--- config.mk ---
export PLATFORM = sky130hd
export DESIGN_NAME = instr_encoder
export DESIGN_NICKNAME = d
export VERILOG_FILES = /design/src/rtl/instr_encoder.sv
export SDC_FILE = /design/constraint.sdc
export NUM_CORES = 1
export LEC_CHECK = 0
export BUFFER_PORTS_ARGS = -buffer_cell sky130_fd_sc_hd__buf_2
export CAP_MARGIN = 20
export CORE_AREA = 2 2 135 137
export DETAILED_ROUTE_END_ITERATION = 10
export DIE_AREA = 0 0 137 139
export HOLD_SLACK_MARGIN = 0.15
export PLACE_DENSITY = 0.63
export SYNTH_ARGS = -nofsm -noshare
export SYNTH_HDL_FRONTEND = slang
export SYNTH_SLANG_ARGS = --single-unit
--- constraint.sdc ---
create_clock -name clk -period 4.4 [get_ports clk]
set_input_delay 0.66 -clock clk [delete_from_list [all_inputs] [get_ports clk]]
set_output_delay 0.66 -clock clk [all_outputs]
set_load 0.005 [all_outputs]
--- src/rtl/instr_encoder.sv ---
// instr_encoder
//   Packs symbolic MIPS instruction requests into 32-bit words, tags each
//   word with a sequential word address and streams the (address, word)
//   pairs into an instruction memory write port through a small FIFO.
//
// Ports
//   clk, rst_n        clock (rising edge) and asynchronous active-low reset
//   start, base_addr  load the write-address counter, clear err/count (idle only)
//   req_valid/ready   request handshake; req_kind selects the instruction
//   req_rs/rt/rd      register fields
//   req_imm           immediate for LW, SW, ADDI, LUI, ORI
//   req_target        J target; for BEQ, [15:0] is the absolute destination
//   mem_we/addr/wdata instruction-memory write port (zeroed when idle)
//   mem_ready         memory accepts the write this cycle
//   err               sticky illegal-kind flag
//   count             words written, saturating
//   idle              FIFO empty
module instr_encoder #(
  parameter int ADDR_W = 6,
  parameter int DEPTH  = 4
) (
  input  logic              clk,
  input  logic              rst_n,
  input  logic              start,
  input  logic [ADDR_W-1:0] base_addr,
  input  logic              req_valid,
  output logic              req_ready,
  input  logic [3:0]        req_kind,
  input  logic [4:0]        req_rs,
  input  logic [4:0]        req_rt,
  input  logic [4:0]        req_rd,
  input  logic [15:0]       req_imm,
  input  logic [25:0]       req_target,
  output logic              mem_we,
  output logic [ADDR_W-1:0] mem_addr,
  output logic [31:0]       mem_wdata,
  input  logic              mem_ready,
  output logic              err,
  output logic [ADDR_W:0]   count,
  output logic              idle
);

  localparam int PW = $clog2(DEPTH);

  localparam logic [3:0] K_ADD  = 4'd0;
  localparam logic [3:0] K_SUB  = 4'd1;
  localparam logic [3:0] K_AND  = 4'd2;
  localparam logic [3:0] K_OR   = 4'd3;
  localparam logic [3:0] K_SLT  = 4'd4;
  localparam logic [3:0] K_LW   = 4'd5;
  localparam logic [3:0] K_SW   = 4'd6;
  localparam logic [3:0] K_BEQ  = 4'd7;
  localparam logic [3:0] K_ADDI = 4'd8;
  localparam logic [3:0] K_LUI  = 4'd9;
  localparam logic [3:0] K_ORI  = 4'd10;
  localparam logic [3:0] K_J    = 4'd11;

  localparam logic [PW:0]       PTR_ONE  = 1;
  localparam logic [ADDR_W-1:0] ADDR_ONE = 1;
  localparam logic [ADDR_W:0]   CNT_ONE  = 1;

  // Pointers carry one extra bit so full and empty are distinguishable.
  logic [PW:0]       wr_ptr;
  logic [PW:0]       rd_ptr;
  logic [ADDR_W-1:0] fifo_addr [DEPTH];
  logic [31:0]       fifo_word [DEPTH];
  logic [ADDR_W-1:0] wr_addr;

  logic        full;
  logic        empty;
  logic        accept;
  logic        push;
  logic        pop;
  logic        legal;
  logic [31:0] word;
  logic [15:0] offset;

  assign empty  = (wr_ptr == rd_ptr);
  assign full   = (wr_ptr[PW] != rd_ptr[PW]) && (wr_ptr[PW-1:0] == rd_ptr[PW-1:0]);
  assign idle   = empty;

  // start masks ready so an accepted request never races a counter reload.
  assign req_ready = ~full & ~start;
  assign accept    = req_valid & req_ready;
  assign push      = accept & legal;
  assign pop       = ~empty & mem_ready;

  // BEQ offset is relative to the word after the branch, taken mod 2^16.
  assign offset = req_target[15:0] - ({{(16-ADDR_W){1'b0}}, wr_addr} + 16'd1);

  always_comb begin
    word  = '0;
    legal = 1'b1;
    case (req_kind)
      K_ADD:   word = {6'b000000, req_rs, req_rt, req_rd, 5'b00000, 6'b100000};
      K_SUB:   word = {6'b000000, req_rs, req_rt, req_rd, 5'b00000, 6'b100010};
      K_AND:   word = {6'b000000, req_rs, req_rt, req_rd, 5'b00000, 6'b100100};
      K_OR:    word = {6'b000000, req_rs, req_rt, req_rd, 5'b00000, 6'b100101};
      K_SLT:   word = {6'b000000, req_rs, req_rt, req_rd, 5'b00000, 6'b101010};
      K_LW:    word = {6'b100011, req_rs, req_rt, req_imm};
      K_SW:    word = {6'b101011, req_rs, req_rt, req_imm};
      K_BEQ:   word = {6'b000100, req_rs, req_rt, offset};
      K_ADDI:  word = {6'b001000, req_rs, req_rt, req_imm};
      K_LUI:   word = {6'b001111, 5'b00000, req_rt, req_imm};
      K_ORI:   word = {6'b001101, req_rs, req_rt, req_imm};
      K_J:     word = {6'b000010, req_target};
      default: legal = 1'b0;
    endcase
  end

  // FIFO storage needs no reset: the output mux zeroes it while empty.
  always_ff @(posedge clk) begin
    if (push) begin
      fifo_addr[wr_ptr[PW-1:0]] <= wr_addr;
      fifo_word[wr_ptr[PW-1:0]] <= word;
    end
  end

  always_ff @(posedge clk or negedge rst_n) begin
    if (!rst_n) begin
      wr_ptr  <= '0;
      rd_ptr  <= '0;
      wr_addr <= '0;
      err     <= 1'b0;
      count   <= '0;
    end else begin
      if (push) begin
        wr_ptr  <= wr_ptr + PTR_ONE;
        wr_addr <= wr_addr + ADDR_ONE;
      end
      if (accept && !legal) begin
        err <= 1'b1;
      end
      if (pop) begin
        rd_ptr <= rd_ptr + PTR_ONE;
        if (count != '1) begin
          count <= count + CNT_ONE;
        end
      end
      // Honoured only while empty, so no pop or push can coincide.
      if (start && empty) begin
        wr_addr <= base_addr;
        err     <= 1'b0;
        count   <= '0;
      end
    end
  end

  assign mem_we    = ~empty;
  assign mem_addr  = empty ? '0 : fifo_addr[rd_ptr[PW-1:0]];
  assign mem_wdata = empty ? '0 : fifo_word[rd_ptr[PW-1:0]];

endmodule

# [Yosys cells after proc, flatten, opt, wreduce, memory -nomap -nowiden]
# Memory sizes are Yosys's and may differ from the RTL's.
# Index checks and enable logic that the tools add are counted.
# W data, S select, Z words.
[word_totals] regBits=20 mem_bits_rw=152 input_bits=72 output_inout_bits=49 word_cells=59 n_memories=2
[memory_table] name="fifo_word" words=4 width=32 rd=1 rd_clocked_by_memory_dff=0 wr=1 line="66" rtl="logic [31:0] fifo_word [DEPTH];"
[memory_table] name="fifo_addr" words=4 width=6 rd=1 rd_clocked_by_memory_dff=0 wr=1 line="65" rtl="logic [ADDR_W-1:0] fifo_addr [DEPTH];"
[classes] add_sub_neg=6 n_eq_ne=15 muxes=13 bitwise=7 n_reduce_logical=11
[ops] cell="$pmux W32 S12" count=1
[ops] cell="$mux W32" count=1
[ops] cell="$mux W7" count=3
[ops] cell="$mux W6" count=3
[ops] cell="$eq A4 B3 Y1 const B" count=4
[ops] cell="$eq A4 B4 Y1 const B" count=4
[ops] cell="$sub A16 B7 Y16" count=1
[ops] cell="$reduce_or A12 Y1" count=1
[ops] cell="$eq A4 B2 Y1 const B" count=2
[ops] cell="$reduce_bool A2 Y1" count=4
[ops] cell="$add A6 B1 Y7 const B" count=1
[ops] cell="$add A7 B1 Y7 const B" count=1
[ops] cell="$ne A7 B7 Y1 const B" count=1
[ops] cell="$add A3 B1 Y3 const B" count=2
[ops] cell="$add A6 B1 Y6 const B" count=1
[ops] cell="$mux W1" count=5
[ops] cell="$and A1 B1 Y1" count=4
[ops] cell="$eq A4 B1 Y1 const B" count=1
[ops] cell="$logic_not A4 Y1" count=1
[ops] cell="$eq A3 B3 Y1" count=1
[ops] cell="$logic_and A1 B1 Y1" count=3
[ops] cell="$not A1 Y1" count=3
[ops] cell="$eq A2 B2 Y1" count=1
[ops] cell="$reduce_and A2 Y1" count=1
[ops] cell="other kinds (2)" count=2

# [Logic depth before layout (Yosys ltp)]
# Gate-level depths: netlist of the first run.
[logic_depth] ltp_word=8 ltp_mapped=8 ltp_nobuf=8

# [Worst setup path before layout of the first run]
# Ideal clock, no wire load.
[synth_path] kind="input -> register" startpoint="in req_kind[3]" endpoint="mem fifo_addr[0][0] (enable)" setup_ns=0.398 arrival_time_ns=2.621 t_required_ns=4.002 setup_slack_ns=1.381 path_stages=5 path_buffers=2 path_cell_list="clkbuf_1 -> and2_1 -> a311oi_1 -> buf_2 -> and2_1"
[synth_between] elab_chain_len=6 elab_cells_between_ends=17 classes_between="11 x eq/ne; 3 x mux; 1 x bitwise; 2 x reduce/logical"
[synth_rtl] element="start, declared" line="28" rtl="input logic [3:0] req_kind,"
[synth_rtl] element="$eq A4 B4 Y1 (tied with other cells)" line="94" rtl="case (req_kind)"
[synth_rtl] element="$reduce_or A12 Y1 (no source line) *"
[synth_rtl] element="$mux W1 *" line="94"
[synth_rtl] element="$and A1 B1 Y1 *" line="85" rtl="assign push = accept & legal;"
[synth_rtl] element="$mux W1 *" line="113" rtl="if (push) begin"
[synth_rtl] element="$mux W1 (not written as such) *" line="114" rtl="fifo_addr[wr_ptr[PW-1:0]] <= wr_addr;"
[synth_rtl] element="end, declared" line="65"
# Every way passes the cells marked *; elsewhere a longest branch is shown, timed or not.

# [Worst setup path in the final report of the first run]
[layout_path] startpoint="reg rd_ptr[0]" endpoint="out mem_addr[3]"
[layout_between] elab_chain_len=2 elab_cells_between_ends=3 classes_between="1 x eq/ne; 1 x mux; 1 x memory"
[layout_rtl] element="start, declared" line="64" rtl="logic [PW:0] rd_ptr;"
[layout_rtl] element="start signal, assigned" line="135" rtl="rd_ptr <= rd_ptr + PTR_ONE;"
[layout_rtl] element="$mem_v2 Z4 W6 / $eq A3 B3 Y1 (equally long branches)"
[layout_rtl] element="$mux W6 *" line="150" rtl="assign mem_addr = empty ? '0 : fifo_addr[rd_ptr[PW-1:0]];"
[layout_rtl] element="end, declared" line="35" rtl="output logic [ADDR_W-1:0] mem_addr,"
# Marks and branches as above.

==> metrics, run 1 <==
Final Max Slew Viols=0; Min-Delay Path Class=input pin to async pin; Post-Place Cells=837; Synth Warn #=0; delay-heaviest family, CP=buffers and inverters; total number of vias=4,787; Mapped Cells=512; RSZ-0062 raised after global routing=false; slew of the pin with the lowest slew margin=1.06 ns; Synth-to-Final Area Change=19.3%; io pins=121; Die Height=139 um; Clock Skew=0.00588 ns; TNS Setup=0 ns; TritonCTS Buffers=17; Fin Hold WS=0.168 ns; Cell Count, Final, Fillers Out=871; outcome=completed; Avg Cell Area, Syn=15.1 um^2; initial antenna violation count=3; EDFF count, synth=148; DRC=0; setup ws final=1.37 ns; total power=5.85 mW; Post-CTS Setup Repair Bufs=0; Final Net Count=713; global-route wire length before repair=26,300 um; Cell variety after synth=61; Period minus WS final=3.03 ns; largest net degree at the start of global routing=40; post-synthesis sequential area ratio=0.639; layout cell share with drive strength beyond 1=0.322; Buffers on Ports=119; Routed Antenna Nets=0; cell taking the most area after synthesis=edfxtp_1; Die Span X=137 um; H-Tree Level Count=4; worst setup slack before clock tree synthesis=1.45 ns; Worst Path Max Fanout=39; Initial Utilization=0.439; CTS max path bufs=2; Vias per Instance=5.50; net count after synthesis=598; top-area cell type share of the netlist area=0.574; Primary FF master, synth=edfxtp_1; Peak VDD IR=315 uV; GR Overflow Total=0; Reg clk slew, reported paths=0.06 ns; Crit Path Class=flop to primary output; ranking of synthesized cells by area=edfxtp_1 (57%), mux4_2 (11%), dfrtp_1 (6.5%); core outline area=0.0177 mm^2; RePlAce Congestion=0.838; Clock Latency Late Sink=0.43 ns; Die ar.=0.0190 mm^2; Detailed Place HPWL=11,300 um; CTS sink cnt=168; synthesized cell area=0.00774 mm^2; flops & latches, synth=168; CP Cell Sequence=buf_4 > mux4_2 > and2_1 > buf_2; final wirelength=17,100 um; worst path buffer plus inverter count=2; CP max-delay cell=buf_4; Starting DRT DRC Count=310; GRT Total Usage=0.186; crit start category=flop; fmax=0.330 GHz; Rows=49; clock root cell=clkbuf_16; Maximum Capacitance Violations=0; Slew HR=0.291; setup violators final=0; cts repair resizes=0; CTS Hold Bufs=0; leakage power=3.40 nW; Power Dens Cells=633 mW/mm^2; crit-path max cell delay=0.64 ns; CTS tree=done; crit path DAT=2.37 ns; ys async rst share=0.119; Worst EP required=3.74 ns; Crit. End Element=primary output; vias in the first global route=4,873; Routed WL per cell=19.6 um; Fin. Hold Viols=0; Pre-antenna DRT Iters=5; Final period util=0.688
-- per-layer routing --
layer,wire [um],global-route usage,share of wire
met1,7280,0.240,0.43
met2,8590,0.308,0.50
met3,1090,0.0545,0.064
met4,144,0.0472,0.0084
met5,16,0,0.00093
-- worst paths after layout --
check,startpoint,end,slack [ns],depth (start not counted)
setup / recovery,rd_ptr[0],mem_addr[3],1.37,4
setup reg to reg,wr_addr[0],fifo_word[1][8],1.56,8
min in group clk,base_addr[2],wr_addr[2],0.45,3
hold reg to reg,count[4],count[4],0.51,1
hold / removal,rst_n,count[0],0.17,1
max in group asynchronous,rst_n,rd_ptr[0],3.90,1
-- cells in the final DEF (no fill, tap or decap), types with 4 or more instances in the layout --
master	Yosys	final
nand2_1	25	25
mux2i_1	7	7
dfrtp_1	20	18
and2_1	44	40
o21ai_0	25	25
inv_1	13	13
a22oi_1	11	11
buf_4	1	6
a21oi_1	12	12
xnor2_1	18	18
ha_1	13	13
o2bb2ai_1	7	7
clkbuf_16	0	17
buf_2	4	119
mux4_2	37	37
and2_2	0	4
a22o_1	6	6
nand4_1	5	5
edfxtp_1	148	148
bufinv_16	0	6
xor2_1	6	6
nor2_1	22	22
-- state kept, by name (all words and copies together) (netlist names) --
register   flops
fifo_addr     24
wr_addr        6
fifo_word    124
wr_ptr         3
rd_ptr         3
count          7
err            1
-- stage by stage --
step | utilization | cell area, um^2
4_1_cts | 0.523 | 9230
3_5_place_dp | 0.485 | 8560
5_1_grt | 0.523 | 9230
6_report | 0.523 | 9240
2_1_floorplan | - | 7740
3_3_place_gp | 0.485 | 8560
-- cell families (layout without fill, tap and decap cells) --
family | after synthesis | in the layout | share of synthesized area
adder cells (fa/ha/maj) | 14 | 14 | 0.0236
XOR/XNOR | 24 | 24 | 0.0271
AND/OR/NAND/NOR | 122 | 122 | 0.0845
buffers and inverters | 42 | 170 | 0.0215
multiplexers | 45 | 45 | 0.118
AO/OA/AOI/OAI | 96 | 96 | 0.0861
flip-flops | 168 | 168 | 0.639
other | 1 | 3 | 0.000484
-- synthesized netlist by cell type, drive strengths merged, types with 6 or more instances --
| cell type | count |
|---|---|
| edfxtp | 148 |
| and2 | 45 |
| mux4 | 37 |
| o21ai | 28 |
| nand2 | 25 |
| nor2 | 23 |
| clkbuf | 21 |
| dfrtp | 20 |
| xnor2 | 18 |
| ha | 13 |
| inv | 13 |
| a21oi | 12 |
| a22oi | 11 |
| buf | 8 |
| mux2i | 7 |
| o2bb2ai | 7 |
| a22o | 6 |
| xor2 | 6 |
-- power by group --
group          internal (mW)  switching [mW]
sequential              2.01           0.133
clock                   1.07           0.606
combinational          0.980            1.05
-- cell type report --
cell class	instances	area (um^2)
fillers	1476	8420
flip-flops and latches	168	4950
multi-input cells	302	2640
repair buffers	125	641
clock buffers	18	429
well taps	229	287
clock inverters	14	243
inverters	13	48.8
diodes	2	5.00
Power figures use the tool's default switching activity.
==> run 2: changes to the inputs <==
==> constraint.sdc (replaced) <==
create_clock -name clk -period 2.9 [get_ports clk]
set_input_delay 0.435 -clock clk [delete_from_list [all_inputs] [get_ports clk]]
set_output_delay 0.435 -clock clk [all_outputs]
set_load 0.005 [all_outputs]
==> run 2 against run 1 <==
Setup slack got worse by 1.1 ns. Register-to-register slack worse by 1.3 ns. Hold slack better by 0.067 ns. Via count increased by 2.4%. Final cell count rose by 1.1%. Wire length rose by 3.4%. Largest cell class unchanged. Largest power group unchanged. Highest routed layer unchanged.
==> metrics, run 2 (synthesized netlist as in run 1, its figures left out) <==
outcome=completed; DRC=0; Worst Min Path Start=base_addr[2]; Post-CTS Setup Repair Bufs=0; vias in the first global route=5,006; layout cell share with drive strength beyond 1=0.331; Worst Path Max Fanout=8; H-Tree Level Count=4; RePlAce Congestion=0.826; Crit Path Class=flop to flop; Die Span X=137 um; Synth-to-Final Area Change=19.8%; Die ar.=0.0190 mm^2; Die Height=139 um; initial antenna violation count=3; Worst Hold Path EP=wr_addr[2]; Worst Hold Depth=3; io pins=121; largest net degree at the start of global routing=40; Fin. Hold Viols=0; Clock Skew=0.00724 ns; Starting DRT DRC Count=325; Post-Place Cells=846; Detailed Place HPWL=11,900 um; CP most frequent cell=o21ai_0; flip-flop count of the largest register after layout=124; global-route wire length before repair=27,400 um; crit path DAT=2.78 ns; RSZ-0062 raised after global routing=false; TritonCTS Buffers=17; GR Overflow Total=0; Pre-antenna DRT Iters=4; r2r startpoint=wr_addr[0]; most common cell after layout, fill and taps aside=edfxtp_1; CP Cell Sequence=inv_1 > ha_1 > fa_1 > a21oi_1 > o2bb2ai_1 > o21ai_0 > o21ai_0 > a221o_1; total number of vias=4,902; crit-path max cell delay=0.47 ns; crit start category=flop; Initial Utilization=0.439; R2R Setup Slk=0.27 ns; fmax=0.381 GHz; Final Max Slew Viols=0; final wirelength=17,700 um; clock root cell=clkbuf_16; CP max-delay cell=dfrtp_1; setup violators final=0; Slew HR=0.522; Rows=49; commonest cells after routing, fill and taps aside=edfxtp_1 (148), buf_2 (119), and2_1 (40); RR Endpoint=fifo_word[1][6]; TNS Setup=0 ns; CTS max path bufs=2; core outline area=0.0177 mm^2; Final period util=0.905; Maximum Capacitance Violations=0; Buffers on Ports=119; Final Net Count=723; Min-Delay Path Class=input pin to flop; Crit. End Element=flop; Routed WL per cell=20.1 um; Vias per Instance=5.56; slew of the pin with the lowest slew margin=0.715 ns; Routed Antenna Nets=0; Peak VDD IR=556 uV; Period minus WS final=2.63 ns; Power Dens Cells=917 mW/mm^2; Clock Latency Late Sink=0.42 ns; Cell Count, Final, Fillers Out=881; CTS sink cnt=168; GRT Total Usage=0.192; R2R depth=8; leakage power=3.39 nW; CTS tree=done; Reg clk slew, reported paths=0.07 ns; Worst EP required=3.05 ns
==> run 2: area by class of cell <==
cell class,instances,area (um^2)
timing repair buffer,135,806
multi-input combinational,302,2640
inverter,13,48.8
clock inverter,14,119
sequential,168,4950
antenna,2,5.00
fill,1514,8380
tap,229,287
clock buffer,18,429
==> run 2: where the power goes <==
part,internal (mW),switching (mW),leakage [nW]
Combinational,1.55,1.64,1.54
Clock,1.12,0.958,0.252
Sequential,3.05,0.199,1.60
Total,5.72,2.79,3.39
==> run 2: metrics by stage <==
step | power (mW) | hold WS (ns) | cell area, um^2 | utilization | setup WS (ns)
floorplan | 5.31 | 0.139 | 7740 | - | 0.106
global placement | 6.47 | 0.409 | 8720 | 0.494 | 0.396
detailed placement | 6.54 | 0.415 | 8720 | 0.494 | 0.317
CTS | 8.63 | 0.211 | 9270 | 0.525 | 0.289
global route | 9.06 | 0.233 | 9270 | 0.525 | 0.0531
finish | 8.51 | 0.234 | 9280 | 0.526 | 0.275
==> run 2: worst max-delay path, delay by kind of cell (launching register included) <==
| family | cells | cell delay, ns |
|---|---|---|
| AO/OA/AOI/OAI | 5 | 1.15 |
| adder cells (fa/ha/maj) | 2 | 0.65 |
| buffers and inverters | 1 | 0.10 |
| flip-flops | 1 | 0.47 |
==> run 2: routing by layer <==
| metal | global-route usage | part of all wire | up-vias |
|---|---|---|---|
| met5 | 0 | 0.00073 | - |
| met4 | 0.0526 | 0.013 | 2 |
| met3 | 0.0559 | 0.073 | 23 |
| met2 | 0.310 | 0.48 | 169 |
| met1 | 0.254 | 0.43 | 2454 |
| li1 | - | - | 2254 |
==> run 2: worst max path at each step <==
stage,endpoint,startpoint,slack (ns),cells past startpoint
6_report,fifo_word[1][6],wr_addr[0],0.27,8
5_1_grt,fifo_word[1][6],wr_addr[0],0.05,8
4_1_cts,fifo_word[2][8],wr_addr[0],0.29,8
3_5_place_dp,fifo_word[2][8],wr_addr[0],0.32,8
3_3_place_gp,fifo_word[2][12],req_target[5],0.40,7
2_1_floorplan,fifo_addr[0][0],req_kind[3],0.11,5
==> run 2: timing repair <==
item / CTS / global route
hold endpoints to repair: 20 / 0
gates resized for setup: 0 / 1
hold buffers: 1 / 0
endpoints found under the setup margin: 0 / 4
==> run 3: changes to the inputs <==
--- a/config.mk
+++ b/config.mk
@@ -10,6 +10,7 @@
 export CORE_AREA = 2 2 135 137
 export DETAILED_ROUTE_END_ITERATION = 10
 export DIE_AREA = 0 0 137 139
+export GPL_TIMING_DRIVEN = 0
 export HOLD_SLACK_MARGIN = 0.15
 export PLACE_DENSITY = 0.63
 export SYNTH_ARGS = -nofsm -noshare
==> run 3 against run 2 <==
Sequential power about the same. Final cell count up 1.8%. Clock power up 11%. Wire length up 1.6%. Global-route usage up 0.29 points. Flip-flop and latch count unchanged. Critical path depth down 3. Sequential share of layout area down 0.69 points. Fmax down 3.4%. Largest power group is now combinational logic. Highest routed layer unchanged.
==> metrics, run 3 (synthesized netlist as in run 1, its figures left out) <==
Reg clk slew, reported paths=0.06 ns; Maximum Capacitance Violations=0; RSZ-0062 raised after global routing=false; Peak VDD IR=459 uV; Die Height=139 um; most common cell after layout, fill and taps aside=edfxtp_1; crit path DAT=2.28 ns; met3 WL=1250 um; layout cell share with drive strength beyond 1=0.320; Crit Path Class=flop to primary output; Detailed Place HPWL=12,400 um; CTS max path bufs=2; RePlAce Congestion=0.917; setup ws final=0.182 ns; commonest cells after routing, fill and taps aside=edfxtp_1 (148), buf_2 (121), and2_1 (40); crit start category=flop; Routed WL per cell=20.0 um; CP max-delay cell=mux4_2; flip-flop count of the largest register after layout=124; H-Tree Level Count=4; Crit. End Element=primary output; initial antenna violation count=2; worst setup slack before clock tree synthesis=-0.156 ns; CTS tree=done; DRC=0; Routed Antenna Nets=0; core outline area=0.0177 mm^2; crit-path max cell delay=0.54 ns; Fin. Hold Viols=0; crit path to=mem_wdata[11]; clock root cell=clkbuf_16; worst path buffer plus inverter count=3; TritonCTS Buffers=17; top layer in use=met5; CTS sink cnt=168; fmax=0.368 GHz; Slew HR=0.416; delay-heaviest family, CP=buffers and inverters; outcome=completed; Die ar.=0.0190 mm^2; slew of the pin with the lowest slew margin=0.867 ns; Worst Path Max Fanout=10; final instance area=0.00940 mm^2; Clock Latency Late Sink=0.42 ns; setup violators final=0; Worst EP required=2.47 ns; Rows=49; Power Dens Cells=942 mW/mm^2; Crit path depth=5; total number of vias=4,961; R2R Setup Slk=0.21 ns; wl on met1=7880 um; leakage power=3.45 nW; Initial Utilization=0.439; final wirelength=18,000 um; total power=8.85 mW; Final Net Count=740; Fin Hold WS=0.227 ns; Pre-antenna DRT Iters=5; largest net degree at the start of global routing=22; io pins=121; r2r startpoint=wr_addr[1]; RR Endpoint=fifo_word[0][13]; GRT Total Usage=0.195; global-route wire length before repair=27,700 um; CP Cell Sequence=clkbuf_4 > buf_4 > mux4_2 > and2_1 > buf_2; Final Max Slew Viols=0; filler instances=1,488; Final period util=0.937; R2R depth=7; Post-CTS Setup Repair Bufs=0; Crit. Startpoint=rd_ptr[0]; Synth-to-Final Area Change=21.4%; Period minus WS final=2.72 ns; routed wire length on met2=8710 um; Vias per Instance=5.53; Starting DRT DRC Count=510; Clock Skew=0.00625 ns; placed cell area=0.00873 mm^2; Min-Delay Path Class=input pin to flop; GR Overflow Total=0; vias in the first global route=5,045; Die Span X=137 um; Buffers on Ports=118
==> run 3: final cells by class <==
class,instances,area [um^2],share of cell area
sequential,168,4950,0.526
inverter,13,48.8,0.00519
buffer,29,139,0.0148
multi-input combinational,302,2660,0.283
clock inverter,11,174,0.0185
tap,229,287,0.0305
timing repair buffer,123,703,0.0748
clock buffer,20,437,0.0465
antenna,2,5.00,0.000533
==> run 3: power by group <==
group | switching (mW) | internal (mW) | leakage [nW]
logic | 1.69 | 1.59 | 1.56
clock network | 0.864 | 1.44 | 0.283
registers | 0.219 | 3.05 | 1.60
total | 2.77 | 6.08 | 3.45
==> run 3: worst min-delay path by stage <==
stage                      start    endpoint  cells after the start
CTS                 base_addr[2]  wr_addr[2]                      3
finish              base_addr[1]  wr_addr[1]                      3
global route        base_addr[2]  wr_addr[2]                      3
detailed placement         rst_n    count[1]                      1
global placement           rst_n    count[3]                      1
floorplan                  rst_n    count[0]                      0
==> run 3: per-stage QoR <==
stage	std cells	setup TNS [ns]	utilization
CTS	895	0	0.531
global route	895	0	0.532
finish	897	0	0.532
detailed placement	863	-8.66	0.494
floorplan	512	0	-
global placement	859	-144.97	0.488
==> run 3: repair_timing <==
action                                  4_1_cts  5_1_grt
hold buffers                                  1        0
hold endpoints to repair                     20        0
gates resized for setup                      10        7
endpoints found under the setup margin       29       93
==> run 3: worst reg2reg max path, stage by stage (launching register included) <==
cell      delay, ns
dfrtp_1        0.46
inv_1          0.16
ha_1           0.32
a211oi_1       0.39
o21bai_1       0.20
a21oi_1        0.33
mux2i_1        0.12
o21ai_0        0.44
==> run 3: layer usage <==
layer  global-route usage  vias up
met2                0.313      179
met4               0.0434        2
li1                     -     2287
met3               0.0493       10
met5                    0        -
met1                0.269     2483
